### config.mk
export PLATFORM = sky130hd
export DESIGN_NAME = muldiv_ctrl
export DESIGN_NICKNAME = d
export VERILOG_FILES = /design/src/rtl/muldiv_pkg.sv /design/src/rtl/muldiv_cnt.sv /design/src/rtl/muldiv_ctrl.sv
export SDC_FILE = /design/constraint.sdc
export NUM_CORES = 1
export LEC_CHECK = 0
export ABC_AREA = 1
export BUFFER_PORTS_ARGS = -buffer_cell sky130_fd_sc_hd__buf_2
export CAP_MARGIN = 20
export CORE_AREA = 2 2 139 141
export CTS_CLUSTER_DIAMETER = 150
export DETAILED_ROUTE_END_ITERATION = 8
export DIE_AREA = 0 0 141 143
export GPL_TIMING_DRIVEN = 0
export PLACE_DENSITY = 0.64
export SETUP_SLACK_MARGIN = 0.5
export SYNTH_ARGS = -nofsm -noshare
export SYNTH_HDL_FRONTEND = slang
export SYNTH_HIERARCHICAL = 1
export SYNTH_SLANG_ARGS = --single-unit
### constraint.sdc
create_clock -name Clock -period 2.5 [get_ports Clock]
set_input_delay 0.25 -clock Clock [delete_from_list [all_inputs] [get_ports Clock]]
set_output_delay 0.25 -clock Clock [all_outputs]
set_load 0.02 [all_outputs]
### src/rtl/muldiv_pkg.sv
// Shared types and default iteration budgets for the Mult/Div sequencer.
package muldiv_pkg;

   localparam int unsigned WORD_W          = 32;
   localparam int unsigned DEF_MULT_CYCLES = 33;
   localparam int unsigned DEF_DIV_CYCLES  = 34;
   localparam int unsigned DEF_CNT_W       = 6;

   typedef logic [WORD_W-1:0] word_t;

   typedef enum logic [1:0] {
      IDLE     = 2'd0,
      RUN_MULT = 2'd1,
      RUN_DIV  = 2'd2,
      CAPTURE  = 2'd3
   } state_t;

endpackage

### src/rtl/muldiv_cnt.sv
// Iteration counter: cleared on load, counts while enabled, flags cnt == limit.
module muldiv_cnt #(
   parameter int unsigned CNT_W = 6
) (
   input  logic             clk,
   input  logic             rst_n,
   input  logic             load,
   input  logic             en,
   input  logic [CNT_W-1:0] limit,
   output logic             tc_c
);

   logic [CNT_W-1:0] cnt;

   always_ff @(posedge clk) begin
      if (!rst_n) begin
         cnt <= '0;
      end else if (load) begin
         cnt <= '0;
      end else if (en) begin
         cnt <= cnt + CNT_W'(1);
      end
   end

   assign tc_c = (cnt == limit);

endmodule

### src/rtl/muldiv_ctrl.sv
// Sequencer for the iterative Mult/Div units: operand latch, run timing, HI/LO capture.
// Optional MULDIV_ABORT_EN adds an Abort input that cancels a running operation.
module muldiv_ctrl
   import muldiv_pkg::*;
#(
   parameter int unsigned MULT_CYCLES = DEF_MULT_CYCLES,
   parameter int unsigned DIV_CYCLES  = DEF_DIV_CYCLES,
   parameter int unsigned CNT_W       = DEF_CNT_W
) (
   input  logic  Clock,
   input  logic  Reset,
   input  logic  MultStart,
   input  logic  DivStart,
   input  word_t FromA,
   input  word_t FromB,
   input  logic  HiLoRead,
   input  word_t MultHI,
   input  word_t MultLO,
   input  word_t DivHI,
   input  word_t DivLO,
   input  logic  UnitDiv0,
`ifdef MULDIV_ABORT_EN
   input  logic  Abort,
`endif
   output word_t OpA,
   output word_t OpB,
   output logic  MultCtrl,
   output logic  DivCtrl,
   output logic  UnitRst,
   output word_t HIReg,
   output word_t LOReg,
   output logic  Busy,
   output logic  Done,
   output logic  Div0Exc,
   output logic  Collision,
   output logic  ReadStall
);

   state_t state, state_nxt;

   logic mult_ctrl_nxt, div_ctrl_nxt, unit_rst_nxt, busy_nxt;
   logic done_nxt, div0_nxt, coll_nxt;
   logic ops_load, hilo_load, cnt_load, cnt_en, tc_c, abort_req;
   logic [CNT_W-1:0] cnt_limit;

`ifdef MULDIV_ABORT_EN
   assign abort_req = Abort;
`else
   assign abort_req = 1'b0;
`endif

   assign cnt_limit = (state == RUN_DIV) ? CNT_W'(DIV_CYCLES - 1) : CNT_W'(MULT_CYCLES - 1);

   muldiv_cnt #(
      .CNT_W (CNT_W)
   ) u_cnt (
      .clk   (Clock),
      .rst_n (Reset),
      .load  (cnt_load),
      .en    (cnt_en),
      .limit (cnt_limit),
      .tc_c  (tc_c)
   );

   // State and control-output registers
   always_ff @(posedge Clock) begin
      if (!Reset) begin
         state     <= IDLE;
         MultCtrl  <= 1'b0;
         DivCtrl   <= 1'b0;
         UnitRst   <= 1'b1;
         Busy      <= 1'b0;
         Done      <= 1'b0;
         Div0Exc   <= 1'b0;
         Collision <= 1'b0;
      end else begin
         state     <= state_nxt;
         MultCtrl  <= mult_ctrl_nxt;
         DivCtrl   <= div_ctrl_nxt;
         UnitRst   <= unit_rst_nxt;
         Busy      <= busy_nxt;
         Done      <= done_nxt;
         Div0Exc   <= div0_nxt;
         Collision <= coll_nxt;
      end
   end

   // Next-state and next-output decode
   always_comb begin
      state_nxt     = state;
      mult_ctrl_nxt = MultCtrl;
      div_ctrl_nxt  = DivCtrl;
      unit_rst_nxt  = UnitRst;
      busy_nxt      = Busy;
      done_nxt      = 1'b0;
      div0_nxt      = 1'b0;
      coll_nxt      = 1'b0;
      ops_load      = 1'b0;
      hilo_load     = 1'b0;
      cnt_load      = 1'b0;
      cnt_en        = 1'b0;

      case (state)
         IDLE: begin
            unit_rst_nxt  = 1'b1;
            busy_nxt      = 1'b0;
            mult_ctrl_nxt = 1'b0;
            div_ctrl_nxt  = 1'b0;
            if (MultStart) begin
               state_nxt     = RUN_MULT;
               ops_load      = 1'b1;
               cnt_load      = 1'b1;
               mult_ctrl_nxt = 1'b1;
               busy_nxt      = 1'b1;
               unit_rst_nxt  = 1'b0;
               coll_nxt      = DivStart;
            end else if (DivStart) begin
               // A zero divisor never reaches the Div unit
               if (FromB != '0) begin
                  state_nxt    = RUN_DIV;
                  ops_load     = 1'b1;
                  cnt_load     = 1'b1;
                  div_ctrl_nxt = 1'b1;
                  busy_nxt     = 1'b1;
                  unit_rst_nxt = 1'b0;
               end else begin
                  div0_nxt = 1'b1;
               end
            end
         end

         RUN_MULT, RUN_DIV: begin
            coll_nxt = MultStart | DivStart;
            cnt_en   = 1'b1;
            if (abort_req || (state == RUN_DIV && UnitDiv0)) begin
               state_nxt     = IDLE;
               mult_ctrl_nxt = 1'b0;
               div_ctrl_nxt  = 1'b0;
               busy_nxt      = 1'b0;
               unit_rst_nxt  = 1'b1;
               div0_nxt      = !abort_req;
            end else if (tc_c) begin
               state_nxt = CAPTURE;
            end
         end

         CAPTURE: begin
            coll_nxt      = MultStart | DivStart;
            hilo_load     = 1'b1;
            mult_ctrl_nxt = 1'b0;
            div_ctrl_nxt  = 1'b0;
            busy_nxt      = 1'b0;
            unit_rst_nxt  = 1'b1;
            done_nxt      = 1'b1;
            state_nxt     = IDLE;
         end

         default: begin
            state_nxt = IDLE;
         end
      endcase
   end

   // Operand latches and architectural HI/LO; DivCtrl still marks the active unit in CAPTURE
   always_ff @(posedge Clock) begin
      if (!Reset) begin
         OpA   <= '0;
         OpB   <= '0;
         HIReg <= '0;
         LOReg <= '0;
      end else begin
         if (ops_load) begin
            OpA <= FromA;
            OpB <= FromB;
         end
         if (hilo_load) begin
            HIReg <= DivCtrl ? DivHI : MultHI;
            LOReg <= DivCtrl ? DivLO : MultLO;
         end
      end
   end

   assign ReadStall = HiLoRead & Busy;

endmodule

# Word-level counts from Yosys, hierarchy flattened
# Index checks and enable logic that the tools add are counted.
# totals
wordCells	64
out_inout_bits	136
inputBits	198
register_bits	143
# op_classes
n_addsub	1
mux	32
eq_ne	8
bitwise	3
n_reduce_logical	7
# ops
cell	count
32-bit two-way mux	2
32-bit nonzero test	1
1-bit two-way mux	18
1-bit case mux with 3 select lines	4
2-bit two-way mux	5
3-bit inequality test (second input constant)	3
6-bit by 1-bit adder with 6-bit output (second input constant)	1
6-bit == test	1
2-bit case mux with 3 select lines	1
2-bit == test (second input constant)	2
1-bit case mux with 2 select lines	2
2-bit OR reduction	2
3-bit AND reduction	1
3-bit OR reduction	1
2-bit by 1-bit == test with 1-bit output (second input constant)	1
2-bit zero test	1
2-bit inequality test (second input constant)	1
1-bit AND	1
1-bit logical AND	1
1-bit NOT	1
1-bit bitwise OR	1

# Logic depth before layout (Yosys ltp)
# Gate-level depths: netlist (run 1).
# logic_depth
ltp_word	6
depth_mapped	13
depth_no_buf	13

# By module
# Netlist (run 1), hierarchy kept.
# by_module_without_submodules
module	cells_per_inst	area_each_um2	n_inst
muldiv_ctrl	868	6013.3	1
muldiv_cnt	68	391.6	1

# Worst setup path before layout (run 1)
# Ideal clock, no wire load.
# synth_timing
path_type	register to register
from	register state[0]
to	register OpB[20]
path_slack_ns	0.901
setup_time_ns	0.115
path_buffers	3
required_ns	2.385
synth_period_minus_slack_ns	1.599
path_stages_with_launch	9
t_arrival_ns	1.484
cell_sequence	dfxtp_1 -> inv_1 -> ha_1 -> clkbuf_1 -> clkbuf_1 -> buf_1 -> nand3_1 -> nand2_1 -> nor2_1
# synth_between
elab_chain_len	2
# synth_lines
element	line_no	source
start, declared	muldiv_ctrl.sv:39	state_t state, state_nxt;
start signal, assigned	muldiv_ctrl.sv:77	state <= state_nxt;
2-bit zero test	muldiv_ctrl.sv:103	case (state)
1-bit two-way mux	muldiv_ctrl.sv:103	
end signal, assigned	muldiv_ctrl.sv:174	OpB <= FromB;
end, declared	muldiv_ctrl.sv:26	output word_t OpB,
# Every way passes these cells.
# A chain may end at the register's enable or synchronous reset.

# Worst setup path in the final report (run 1)
# layout_timing
from	register state[0]
to	register OpA[2]
# layout_between
elab_chain_len	2
# layout_lines
element	line_no	source
2-bit zero test	muldiv_ctrl.sv:103	
1-bit two-way mux	muldiv_ctrl.sv:103	
end signal, assigned	muldiv_ctrl.sv:173	OpA <= FromA;
end, declared	muldiv_ctrl.sv:25	output word_t OpA,
# Every way passes these cells.

==> impl_metrics.csv, run 1 <==
group,metric,value,unit
run_status,status,"complete, no violations",
setup_path,required,2.85,ns
timing,timing.max_slew.rel_slack,61.5,%
route,drc,0,
timing,tightestPinTransition,0.577,ns
synthesis,avgSynthCellArea,6.84,um^2
die,die-width,141,um
synthesis,portion_of_synthesized_cell_area_occupied_by_the_leading_cell_type,44.7,%
timing,period_minus_slack,1.81,ns
die,ios,334,
timing,finalWorstSetupSlack,0.686,ns
min_path,min_to,"HIReg[12]",
global_routing,grt_overflow_total,0,
cts,clockRootBuffer,"clkbuf_16",
global_routing,grt_start_max_net_pins,17,
placed_design,dp_slack,0.292,ns
pwr,cellLeakagePower,4.63,nW
timing,hold_violations,0,
global_routing,grt_antenna_before_repair,5,
cells_and_area,drive_gt1_share,30.3,%
min_path,holdCritStartpoint,"MultHI[12]",
synthesis,synthDominantAreaCellType,"dfxtp_1",
timing,report.final.setup_viol,0,
timing,tns,0,ns
synthesis,synth_xor_area_share,0,%
placed_design,place_hpwl,18000,um
min_path,hold-path-cell-count,3,
cells_and_area,growth_of_design_area_from_synthesis_to_finish,40.1,%
synthesis,yosys.area_share.adder,0.977,%
pwr,p_per_area,1010,nW/um^2
setup_path,crit_path_max_fanout,10,
setup_path,worst_reg2reg_path_length_in_cells,7,
placed_design,placement.io_buffers,333,
route,via_per_instance_ratio,4.60,
cts,cts_hold_fix_bufs,0,
placed_design,place_congestion,0.839,
synthesis,post_synth_most_frequent_cells,"164 x nor2_1, 155 x inv_1, 143 x dfxtp_1",
cts,clock_tree.buffer_depth,2,
route,drtIter0Drc,281,
timing,final.setup_skew,0.00817,ns
synthesis,synth_compound_gate_area_share,17.6,%
cts,h_tree_lvls,4,
synthesis,synth_top_family_by_area,"simple AND/OR/NAND/NOR gates",
setup_path,r2r-start,"state[0]",
pwr,finalPower,9.07,mW
synthesis,synth_simple_gate_area_share,22.7,%
setup_path,reg2reg_setup_slack,0.69,ns
global_routing,grt_first_pass_wirelength,34000,um
global_routing,grt_util_all_layers,21.6,%
route,vias,7109,
synthesis,ys.flop_type,"dfxtp_1",
cts,cts-buffers-inserted,17,
synthesis,yosys-top-cells-area,"dfxtp_1 45%, nor2_1 9.6%, inv_1 9.1%, nand2_1 6.8%, o22ai_1 6.3%",
cts,cts.clk_slew.worst_paths,0.06,ns
synthesis,yosys.cell_count.top_type,"nor2_1",
synthesis,synthMuxAreaShare,0,%
die,die_area,20200,um^2
setup_path,crit_path_end_kind,"flop",
route,drt-total-wl,22700,um
route,wl_per_cell,14.7,um
die,die_h,143,um
timing,whs,0.0831,ns
setup_path,setup.worst_path.class,"flop to flop",
route,drt-pass1-iter-count,5,
synthesis,syn_inst,936,
die,num_rows,50,
route,drtAntennaViolNets,0,
cts,tritoncts,"built",
setup_path,critPathLaunchType,"flop",
pwr,max-vdd-ir-drop,0.562,mV
timing,final_max_slew_viol_count,0,
die,starting_density_of_the_core,34.5,%
synthesis,synthArstFlopShare,0,%
global_routing,first_global_vias,6566,
synthesis,yosysUniqueCellTypes,23,
timing,fmax,551,MHz
synthesis,synth-warning-count,6,
synthesis,synth-edff-count,0,
die,core,18600,um^2
timing,grt_setup_unrepaired,"no",
setup_path,critical_path.reg2reg.endpoint,"OpA[2]",
min_path,min-delay-path-class,"input pin to flop",
cells_and_area,final_nets,1499,
setup_path,cp_data_arrival_time,2.16,ns
flow_run,timing.max_cap.violations,0,
timing,post-route-period-util,72.6,%
synthesis,synth_area,6400,um^2
synthesis,proportion_of_synthesized_chip_area_in_sequential_cells,44.7,%
cts,clk-insertion-delay-late,0.42,ns
cts,tritoncts_num_sinks,143,
synthesis,yosys_register_bits,143,
cell type report:
type | count | area [um^2]
clock inverter | 12 | 113
clock buffer | 19 | 443
tap | 234 | 293
sequential | 143 | 2860
multi-input combinational | 581 | 2690
timing repair buffer | 333 | 1670
buffer | 65 | 319
antenna | 4 | 10.0
fill | 1958 | 9610
inverter | 155 | 582
critical path, stage by stage, from the launching register on:
cell      delay (ns)
dfxtp_1         0.31
inv_1           0.12
ha_1            0.16
clkbuf_2        0.21
clkbuf_2        0.30
buf_1           0.41
a21oi_1         0.13
nor2_1          0.11
layer usage:
layer | part of all wire (%) | vias up | track usage (%)
met1 | 40 | 3139 | 23.8
met4 | 1.3 | 0 | 5.26
met2 | 50 | 254 | 39.2
li1 | - | 3696 | -
met3 | 8.9 | 20 | 8.25
met5 | 0 | - | 0
power by group:
group	internal, mW	switching [mW]	leakage, nW	total (mW)
logic	1.19	2.30	3.20	3.49
clock network	1.40	1.04	0.258	2.44
registers	2.85	0.302	1.17	3.15
per-stage QoR:
step           util [%]  instance area (um^2)  cells
2_1_floorplan         -                  6430    944
6_report           48.3                  8970   1546
3_5_place_dp       45.2                  8390   1511
4_1_cts            48.2                  8960   1542
3_3_place_gp       45.2                  8390   1511
5_1_grt            48.2                  8960   1542
how the worst max path moves through the flow:
| stage | startpoint | depth (start not counted) | endpoint |
|---|---|---|---|
| after CTS | state[0] | 7 | OpA[23] |
| after detailed placement | state[0] | 8 | OpB[7] |
| final | state[0] | 7 | OpA[2] |
| after global routing | state[0] | 9 | DivCtrl |
| after floorplan | state[0] | 8 | OpB[20] |
| after global placement | state[0] | 8 | OpB[7] |
kinds of logic after synthesis:
family | Yosys count
simple gates | 358
buf+inv | 220
compound gates | 208
flops | 143
fa+ha+maj | 5
other cells | 2
timing repair:
| item | CTS | global route |
|---|---|---|
| endpoints found under the setup margin | 64 | 65 |
| pin swaps | 0 | 0 |
| gates resized for setup | 5 | 9 |
| setup buffers | 0 | 0 |
registers in the layout, indices dropped and copies added (netlist names), 2 cells and up:
name / flops
OpB: 32
LOReg: 32
state: 2
OpA: 32
u_cnt/cnt: 6
HIReg: 32
layout by cell type (no fill, tap or decap), types with 5 or more instances in the layout:
cell / netlist / layout
clkbuf_16: 0 / 17
nor2_1: 164 / 164
ha_1: 5 / 5
nand3_1: 68 / 68
o21ai_0: 67 / 67
buf_2: 8 / 343
clkbuf_1: 40 / 35
inv_1: 155 / 155
buf_1: 10 / 6
clkbuf_2: 0 / 8
o22ai_1: 65 / 65
a21oi_1: 73 / 73
nand2_1: 116 / 115
buf_6: 7 / 7
clkinvlp_4: 0 / 5
dfxtp_1: 143 / 143
conb_1: 2 / 10
Note: power is estimated with default switching activity, not from simulation.
==> inputs of run 2 (changes only) <==
--- a/config.mk
+++ b/config.mk
@@ -5,13 +5,13 @@
 export SDC_FILE = /design/constraint.sdc
 export NUM_CORES = 1
 export LEC_CHECK = 0
-export ABC_AREA = 1
+export ABC_AREA = 0
 export BUFFER_PORTS_ARGS = -buffer_cell sky130_fd_sc_hd__buf_2
 export CAP_MARGIN = 20
-export CORE_AREA = 2 2 139 141
+export CORE_AREA = 2 2 137 139
 export CTS_CLUSTER_DIAMETER = 150
 export DETAILED_ROUTE_END_ITERATION = 8
-export DIE_AREA = 0 0 141 143
+export DIE_AREA = 0 0 139 141
 export GPL_TIMING_DRIVEN = 0
 export PLACE_DENSITY = 0.64
 export SETUP_SLACK_MARGIN = 0.5
==> constraint.sdc (replaced) <==
create_clock -name Clock -period 1.7 [get_ports Clock]
set_input_delay 0.17 -clock Clock [delete_from_list [all_inputs] [get_ports Clock]]
set_output_delay 0.17 -clock Clock [all_outputs]
set_load 0.02 [all_outputs]
==> run 2 against run 1 <==
  * Via count decreased by 11%
  * Utilization up 6.0 points
  * Clock power is 56% higher
  * Largest power group unchanged
  * Flip-flop and latch count unchanged
  * Final cell count is 15% lower
==> impl_metrics.csv, run 2 <==
group,metric,value,unit
run_status,status,"complete, no violations",
cells_and_area,growth_of_design_area_from_synthesis_to_finish,58.2,%
route,via_per_instance_ratio,4.82,
die,starting_density_of_the_core,34.3,%
setup_path,setup.worst_path.class,"flop to flop",
cts,cts.clk_slew.worst_paths,0.06,ns
pwr,max-vdd-ir-drop,0.761,mV
synthesis,ys.flop_type,"dfxtp_1",
route,vias,6318,
timing,finalWorstSetupSlack,0.161,ns
cts,tritoncts_num_sinks,143,
setup_path,r2r-start,"state[1]",
route,wl_per_cell,16.8,um
placed_design,placement.io_buffers,333,
pwr,cellLeakagePower,5.15,nW
pwr,power.share.switching,33.4,%
setup_path,crit_path_end_kind,"flop",
synthesis,proportion_of_synthesized_chip_area_in_sequential_cells,45.6,%
die,die_h,141,um
global_routing,gr_peak_layer,"met2",
setup_path,crit_path_end,"OpB[0]",
timing,tightestPinTransition,0.650,ns
setup_path,crit_path_max_fanout,5,
global_routing,grt_overflow_total,0,
pwr,pwr-share-comb,42.9,%
global_routing,grt_first_pass_wirelength,33300,um
setup_path,critPathLaunchType,"flop",
timing,final_max_slew_viol_count,0,
cells_and_area,number_of_standard_cells_in_the_layout_taps_in_and_fillers_out,1311,
die,die-width,139,um
cts,h_tree_lvls,4,
timing,report.final.setup_viol,0,
cts,clk-insertion-delay-late,0.41,ns
cts,cts-buffers-inserted,17,
global_routing,global_route.usage.met3,6.83,%
synthesis,post_synth_most_frequent_cells,"198 x nand2_1, 143 x dfxtp_1, 129 x mux2i_1",
route,drtAntennaViolNets,0,
global_routing,grt_util_all_layers,21.5,%
timing,fmax,650,MHz
placed_design,dp_slack,-0.235,ns
placed_design,place_hpwl,16100,um
setup_path,cp_data_arrival_time,1.88,ns
synthesis,portion_of_synthesized_cell_area_occupied_by_the_leading_cell_type,45.6,%
setup_path,worst_reg2reg_path_length_in_cells,7,
timing,tns,0,ns
pwr,p_per_area,1450,nW/um^2
min_path,min-delay-path-class,"input pin to flop",
synthesis,yosys-top-cells-area,"dfxtp_1 46%, mux2i_1 21%, nand2_1 12%, o211a_1 10%, clkbuf_1 2.0%",
timing,grt_setup_unrepaired,"yes",
pwr,power.net_switching,4.78,mW
timing,post-route-period-util,90.5,%
global_routing,grt_start_max_net_pins,17,
setup_path,required,2.04,ns
timing,period_minus_slack,1.54,ns
synthesis,synth_area,6270,um^2
synthesis,synthDominantAreaCellType,"dfxtp_1",
synthesis,syn_inst,657,
synthesis,yosys.cell_count.top_type,"nand2_1",
placed_design,place_congestion,0.775,
pwr,internal_pwr_total,9.55,mW
placed_design,placed_cells_incl_taps,1227,
setup_path,critical_path.reg2reg.endpoint,"OpB[0]",
die,die_area,19600,um^2
global_routing,gr-usage-met1,24.1,%
timing,timing.max_slew.rel_slack,56.7,%
synthesis,yosys_register_bits,143,
die,core,18300,um^2
cts,clockRootBuffer,"clkbuf_16",
die,ios,334,
global_routing,first_global_vias,6174,
cts,tritoncts,"built",
cells_and_area,final_nets,1266,
global_routing,grt_antenna_before_repair,3,
route,drtIter0Drc,162,
synthesis,synth-edff-count,0,
synthesis,avgSynthCellArea,9.55,um^2
setup_path,critPathLaunch,"state[1]",
pwr,clkPwrFrac,26.6,%
route,drt-total-wl,22000,um
synthesis,yosysUniqueCellTypes,36,
timing,final.setup_skew,0.00902,ns
flow_run,timing.max_cap.violations,0,
cells_and_area,most_common_library_cell_in_the_layout_ignoring_fill_and_taps,"buf_2",
pwr,p_seq_share,30.5,%
cts,clock_tree.buffer_depth,2,
timing,hold_violations,0,
global_routing,groute.layer.met2.usage,39.3,%
route,drt-pass1-iter-count,6,
synthesis,synthArstFlopShare,0,%
setup_path,reg2reg_setup_slack,0.16,ns
cells_and_area,drive_gt1_share,42.6,%
min_path,hold-path-cell-count,3,
synthesis,synth-warning-count,6,
route,drc,0,
cells_and_area,final.fill_count,1701,
die,num_rows,50,
cells_and_area,most_frequent_cells_in_the_layout,"334 x buf_2, 198 x nand2_1, 139 x dfxtp_1",
run 2: area by class of cell:
class / instances / area, um^2 / share of cell area [%]
multi-input cells: 463 / 3400 / 34.2
flip-flops and latches: 143 / 2870 / 29.0
repair buffers: 384 / 2330 / 23.5
clock buffers: 20 / 457 / 4.60
plain buffers: 50 / 397 / 4.00
well taps: 234 / 293 / 2.95
clock inverters: 11 / 139 / 1.40
inverters: 4 / 27.5 / 0.277
diodes: 2 / 5.00 / 0.0504
run 2: how the worst min path moves through the flow:
stage,startpoint,end,slack (ns)
4_1_cts,FromA[3],OpA[3],0.0008
6_report,FromA[30],OpA[30],0.02
3_3_place_gp,FromA[11],OpA[11],0.42
3_5_place_dp,FromA[11],OpA[11],0.43
2_1_floorplan,FromA[0],OpA[0],0.31
5_1_grt,FromA[3],OpA[3],0.008
run 2: worst max-delay path, cell delays in order (launching register included):
cell	delay, ns
dfxtp_4	0.37
inv_6	0.08
ha_4	0.14
a21boi_4	0.30
buf_12	0.18
buf_12	0.10
buf_16	0.11
mux2i_1	0.20
run 2: cells by family after synthesis:
| group | after synthesis | share of synthesized area [%] |
|---|---|---|
| AOI/OAI and AO/OA | 79 | 11.8 |
| and+or+nand+nor | 234 | 15.2 |
| muxes | 129 | 20.6 |
| other | 2 | 0.120 |
| DFF | 143 | 45.6 |
| xor gates and xnor gates | 10 | 1.40 |
| adders and majority gates | 6 | 1.16 |
| buffers and inverters | 54 | 4.07 |
run 2: per-stage QoR:
| stage | utilization, % | hold slack [ns] | power (mW) | cell area, um^2 |
|---|---|---|---|---|
| after floorplan | - | 0.312 | 7.46 | 6450 |
| after global placement | 46.0 | 0.419 | 8.83 | 8410 |
| after detailed placement | 46.0 | 0.429 | 8.87 | 8410 |
| after CTS | 53.3 | 0.000774 | 14.0 | 9740 |
| after global routing | 54.3 | 0.00832 | 15.0 | 9920 |
| final | 54.3 | 0.0166 | 14.3 | 9920 |
run 2: power by group through the flow:
stage	Sequential, mW	Combinational (mW)	Clock [mW]
final	4.37	6.16	3.81
after global routing	4.43	6.53	4.03
after CTS	4.36	5.78	3.89
after detailed placement	4.40	4.48	0
after global placement	4.39	4.44	0
after floorplan	5.09	2.36	0
run 2: layer usage:
| layer | wire (um) | vias up |
|---|---|---|
| met5 | 0 | - |
| met3 | 1890 | 20 |
| li1 | - | 3077 |
| met2 | 11100 | 268 |
| met1 | 8700 | 2953 |
| met4 | 231 | 0 |
run 2: timing repair:
item	in CTS	in global routing
endpoints found under the setup margin	144	144
buffers inserted	14	5
hold endpoints to repair	24	0
hold buffers	24	0
resized for setup	60	24
cloned	6	2
pin swaps	11	10
==> inputs of run 3 (changes only) <==
--- a/config.mk
+++ b/config.mk
@@ -8,14 +8,14 @@
 export ABC_AREA = 0
 export BUFFER_PORTS_ARGS = -buffer_cell sky130_fd_sc_hd__buf_2
 export CAP_MARGIN = 20
-export CORE_AREA = 2 2 137 139
+export CORE_AREA = 2 2 136 138
 export CTS_CLUSTER_DIAMETER = 150
+export CTS_CLUSTER_SIZE = 40
 export DETAILED_ROUTE_END_ITERATION = 8
-export DIE_AREA = 0 0 139 141
+export DIE_AREA = 0 0 138 140
 export GPL_TIMING_DRIVEN = 0
 export PLACE_DENSITY = 0.64
 export SETUP_SLACK_MARGIN = 0.5
 export SYNTH_ARGS = -nofsm -noshare
 export SYNTH_HDL_FRONTEND = slang
-export SYNTH_HIERARCHICAL = 1
 export SYNTH_SLANG_ARGS = --single-unit
==> run 3 against run 2 <==
  * Flip-flop and latch count unchanged
  * Synthesized area fell by 2.0%
  * Cell area increased by 0.20%
  * Synthesized cell count decreased by 0.15%
  * First-iteration DRC count up 110%
  * Sequential share of layout area fell by 0.071 points
  * Critical path type unchanged
==> impl_metrics.csv, run 3 <==
group,metric,value,unit
synthesis,ys.flop_type,"dfxtp_1",
flow_run,timing.max_cap.violations,0,
pwr,p_per_area,1480,nW/um^2
timing,report.final.setup_viol,0,
cells_and_area,final.fill_count,1595,
cells_and_area,final_area,9940,um^2
global_routing,grt_start_max_net_pins,17,
pwr,max-vdd-ir-drop,0.691,mV
die,die_h,140,um
synthesis,avgSynthCellArea,9.37,um^2
route,via_per_instance_ratio,4.72,
timing,final_max_slew_viol_count,0,
synthesis,yosys-top-cells-area,"dfxtp_1 47%, mux2i_1 21%, nand2_1 8.4%, a211oi_1 7.9%, nor2_1 4.0%",
cts,h_tree_lvls,4,
setup_path,worst_path_dominant_cell_family,"simple AND/OR/NAND/NOR gates",
global_routing,grt_first_pass_wirelength,31800,um
synthesis,synth_area,6150,um^2
timing,tns,0,ns
timing,period_minus_slack,1.52,ns
pwr,clkPwrFrac,26.0,%
route,drtIter0Drc,333,
min_path,min-delay-path-class,"input pin to flop",
setup_path,setup.worst_path.class,"flop to flop",
placed_design,dp_slack,-0.177,ns
setup_path,ordered_cell_list_for_the_critical_path,"inv_4 > ha_4 > buf_8 > and2_4 > or4_4 > a21oi_2",
setup_path,critPathLaunchType,"flop",
setup_path,cpMaxStageDelayCell,"or4_4",
cells_and_area,finalCoreUtilization,55.9,%
synthesis,portion_of_synthesized_cell_area_occupied_by_the_leading_cell_type,46.6,%
die,starting_density_of_the_core,34.6,%
cts,tritoncts_num_sinks,143,
synthesis,post_synth_most_frequent_cells,"143 x dfxtp_1, 137 x nand2_1, 129 x mux2i_1",
global_routing,grt_overflow_total,0,
route,wl_per_cell,16.1,um
cells_and_area,drive_gt1_share,43.7,%
cts,tritoncts,"built",
cells_and_area,antenna_cells_inserted,0,
cells_and_area,final_nets,1275,
timing,final.setup_skew,0.00855,ns
setup_path,critical-path-max-stage-delay,0.42,ns
die,die-width,138,um
timing,hold_violations,0,
global_routing,first_global_vias,6080,
pwr,cellLeakagePower,4.56,nW
timing,whs,0.0115,ns
cells_and_area,growth_of_design_area_from_synthesis_to_finish,61.6,%
die,ios,334,
setup_path,crit_path_max_fanout,4,
timing,fmax,656,MHz
global_routing,grt_util_all_layers,20.6,%
pwr,finalPower,14.7,mW
timing,grt_setup_unrepaired,"yes",
cells_and_area,most_frequent_cells_in_the_layout,"329 x buf_2, 140 x dfxtp_1, 132 x nand2_1",
route,drc,0,
die,core,17800,um^2
cells_and_area,combined_area_of_the_multi_input_logic_cells,3260,um^2
setup_path,required,2.07,ns
setup_path,cp_data_arrival_time,1.89,ns
synthesis,synth-edff-count,0,
pwr,power.net_switching,5.20,mW
setup_path,crit_buf_inv,2,
placed_design,placement.io_buffers,332,
synthesis,syn-num-nets,859,
placed_design,placed_cells_incl_taps,1217,
cells_and_area,register_area,2870,um^2
route,vias,6201,
synthesis,synth-warning-count,0,
run_status,status,"complete, no violations",
cells_and_area,most_common_library_cell_in_the_layout_ignoring_fill_and_taps,"buf_2",
route,drt-total-wl,21100,um
timing,finalWorstSetupSlack,0.176,ns
setup_path,crit_path_end_kind,"flop",
synthesis,yosysUniqueCellTypes,32,
timing,post-route-period-util,89.7,%
cts,clk-insertion-delay-late,0.43,ns
cts,clock_tree.buffer_depth,2,
placed_design,place_hpwl,15400,um
cts,clockRootBuffer,"clkbuf_16",
pwr,internal_pwr_total,9.52,mW
global_routing,grt_antenna_before_repair,0,
synthesis,synthArstFlopShare,0,%
synthesis,yosys_register_bits,143,
placed_design,place_congestion,0.824,
timing,tightestPinTransition,0.617,ns
cts,cts.clk_slew.worst_paths,0.07,ns
pwr,pwr-share-comb,44.3,%
cts,cts-buffers-inserted,17,
route,drtAntennaViolNets,0,
die,die_area,19300,um^2
pwr,power.share.switching,35.3,%
die,num_rows,49,
timing,timing.max_slew.rel_slack,58.9,%
synthesis,proportion_of_synthesized_chip_area_in_sequential_cells,46.6,%
placed_design,detailed_place.area,8210,um^2
synthesis,yosys.cell_count.top_type,"dfxtp_1",
route,drt-pass1-iter-count,5,
synthesis,synthDominantAreaCellType,"dfxtp_1",
cells_and_area,number_of_standard_cells_in_the_layout_taps_in_and_fillers_out,1314,
synthesis,syn_inst,656,
pwr,p_seq_share,29.7,%
-- run 3: cell types whose count changed in the layout (fill, tap and decap cells not counted), moves of 5 or more --
cell	delta
a211oi_2	+5
nor2_1	+63
dlygate4sd3_1	+16
a211oi_1	+60
conb_1	-5
buf_2	-5
nor3_2	+7
nand2_1	-66
o211a_1	-63
-- run 3: tightest hold or removal path: stages --
cell and delay (ns):
buf_2 0.10, nand2_1 0.06, mux2i_1 0.06
-- run 3: power groups by stage --
| stage | combinational (mW) | sequential (mW) | clock [mW] |
|---|---|---|---|
| 5_1_grt | 6.94 | 4.44 | 4.07 |
| 6_report | 6.52 | 4.37 | 3.83 |
| 3_3_place_gp | 4.81 | 4.37 | 0 |
| 4_1_cts | 5.82 | 4.33 | 3.90 |
| 3_5_place_dp | 4.85 | 4.38 | 0 |
| 2_1_floorplan | 2.64 | 5.13 | 0 |
-- run 3: repair_timing --
item,in CTS,in global routing
gates cloned,2,5
buffers inserted,15,3
resized for setup,60,46
endpoints found under the setup margin,144,145
pin swaps,7,16
endpoints found under the hold margin,38,2
hold buffers,38,2
-- run 3: final cells by class --
class                      instances  share of cell area (%)
multi-input combinational        455                    32.8
sequential                       143                    28.9
tap                              229                    2.88
timing repair buffer             397                    24.7
inverter                           5                   0.289
clock inverter                    15                    1.75
buffer                            53                    4.44
clock buffer                      17                    4.28
-- run 3: worst paths after layout --
| check | from | endpoint | slack (ns) | cells after the start |
|---|---|---|---|---|
| max | state[1] | DivCtrl | 0.18 | 6 |
| min | FromA[15] | OpA[15] | 0.01 | 3 |
| max reg2reg | state[1] | DivCtrl | 0.18 | 6 |
| min reg2reg | OpB[1] | OpB[1] | 0.45 | 2 |
-- run 3: cell families (layout without fill, tap and decap cells) --
| logic type | after synthesis | after routing | synth area share [%] |
|---|---|---|---|
| AOI/OAI and AO/OA | 79 | 79 | 9.36 |
| xor gates and xnor gates | 6 | 6 | 0.855 |
| and+or+nand+nor | 236 | 236 | 16.1 |
| DFF | 143 | 143 | 46.6 |
| muxes | 129 | 129 | 21.0 |
| buffers and inverters | 58 | 487 | 5.09 |
| adders and majority gates | 5 | 5 | 1.02 |
-- run 3: metal layers --
layer	share of wire (%)	GRT usage (%)	vias up
met5	0	0	-
met4	2.9	8.00	0
met3	4.5	4.92	45
met2	49	33.7	193
met1	44	26.3	2862
li1	-	-	3101
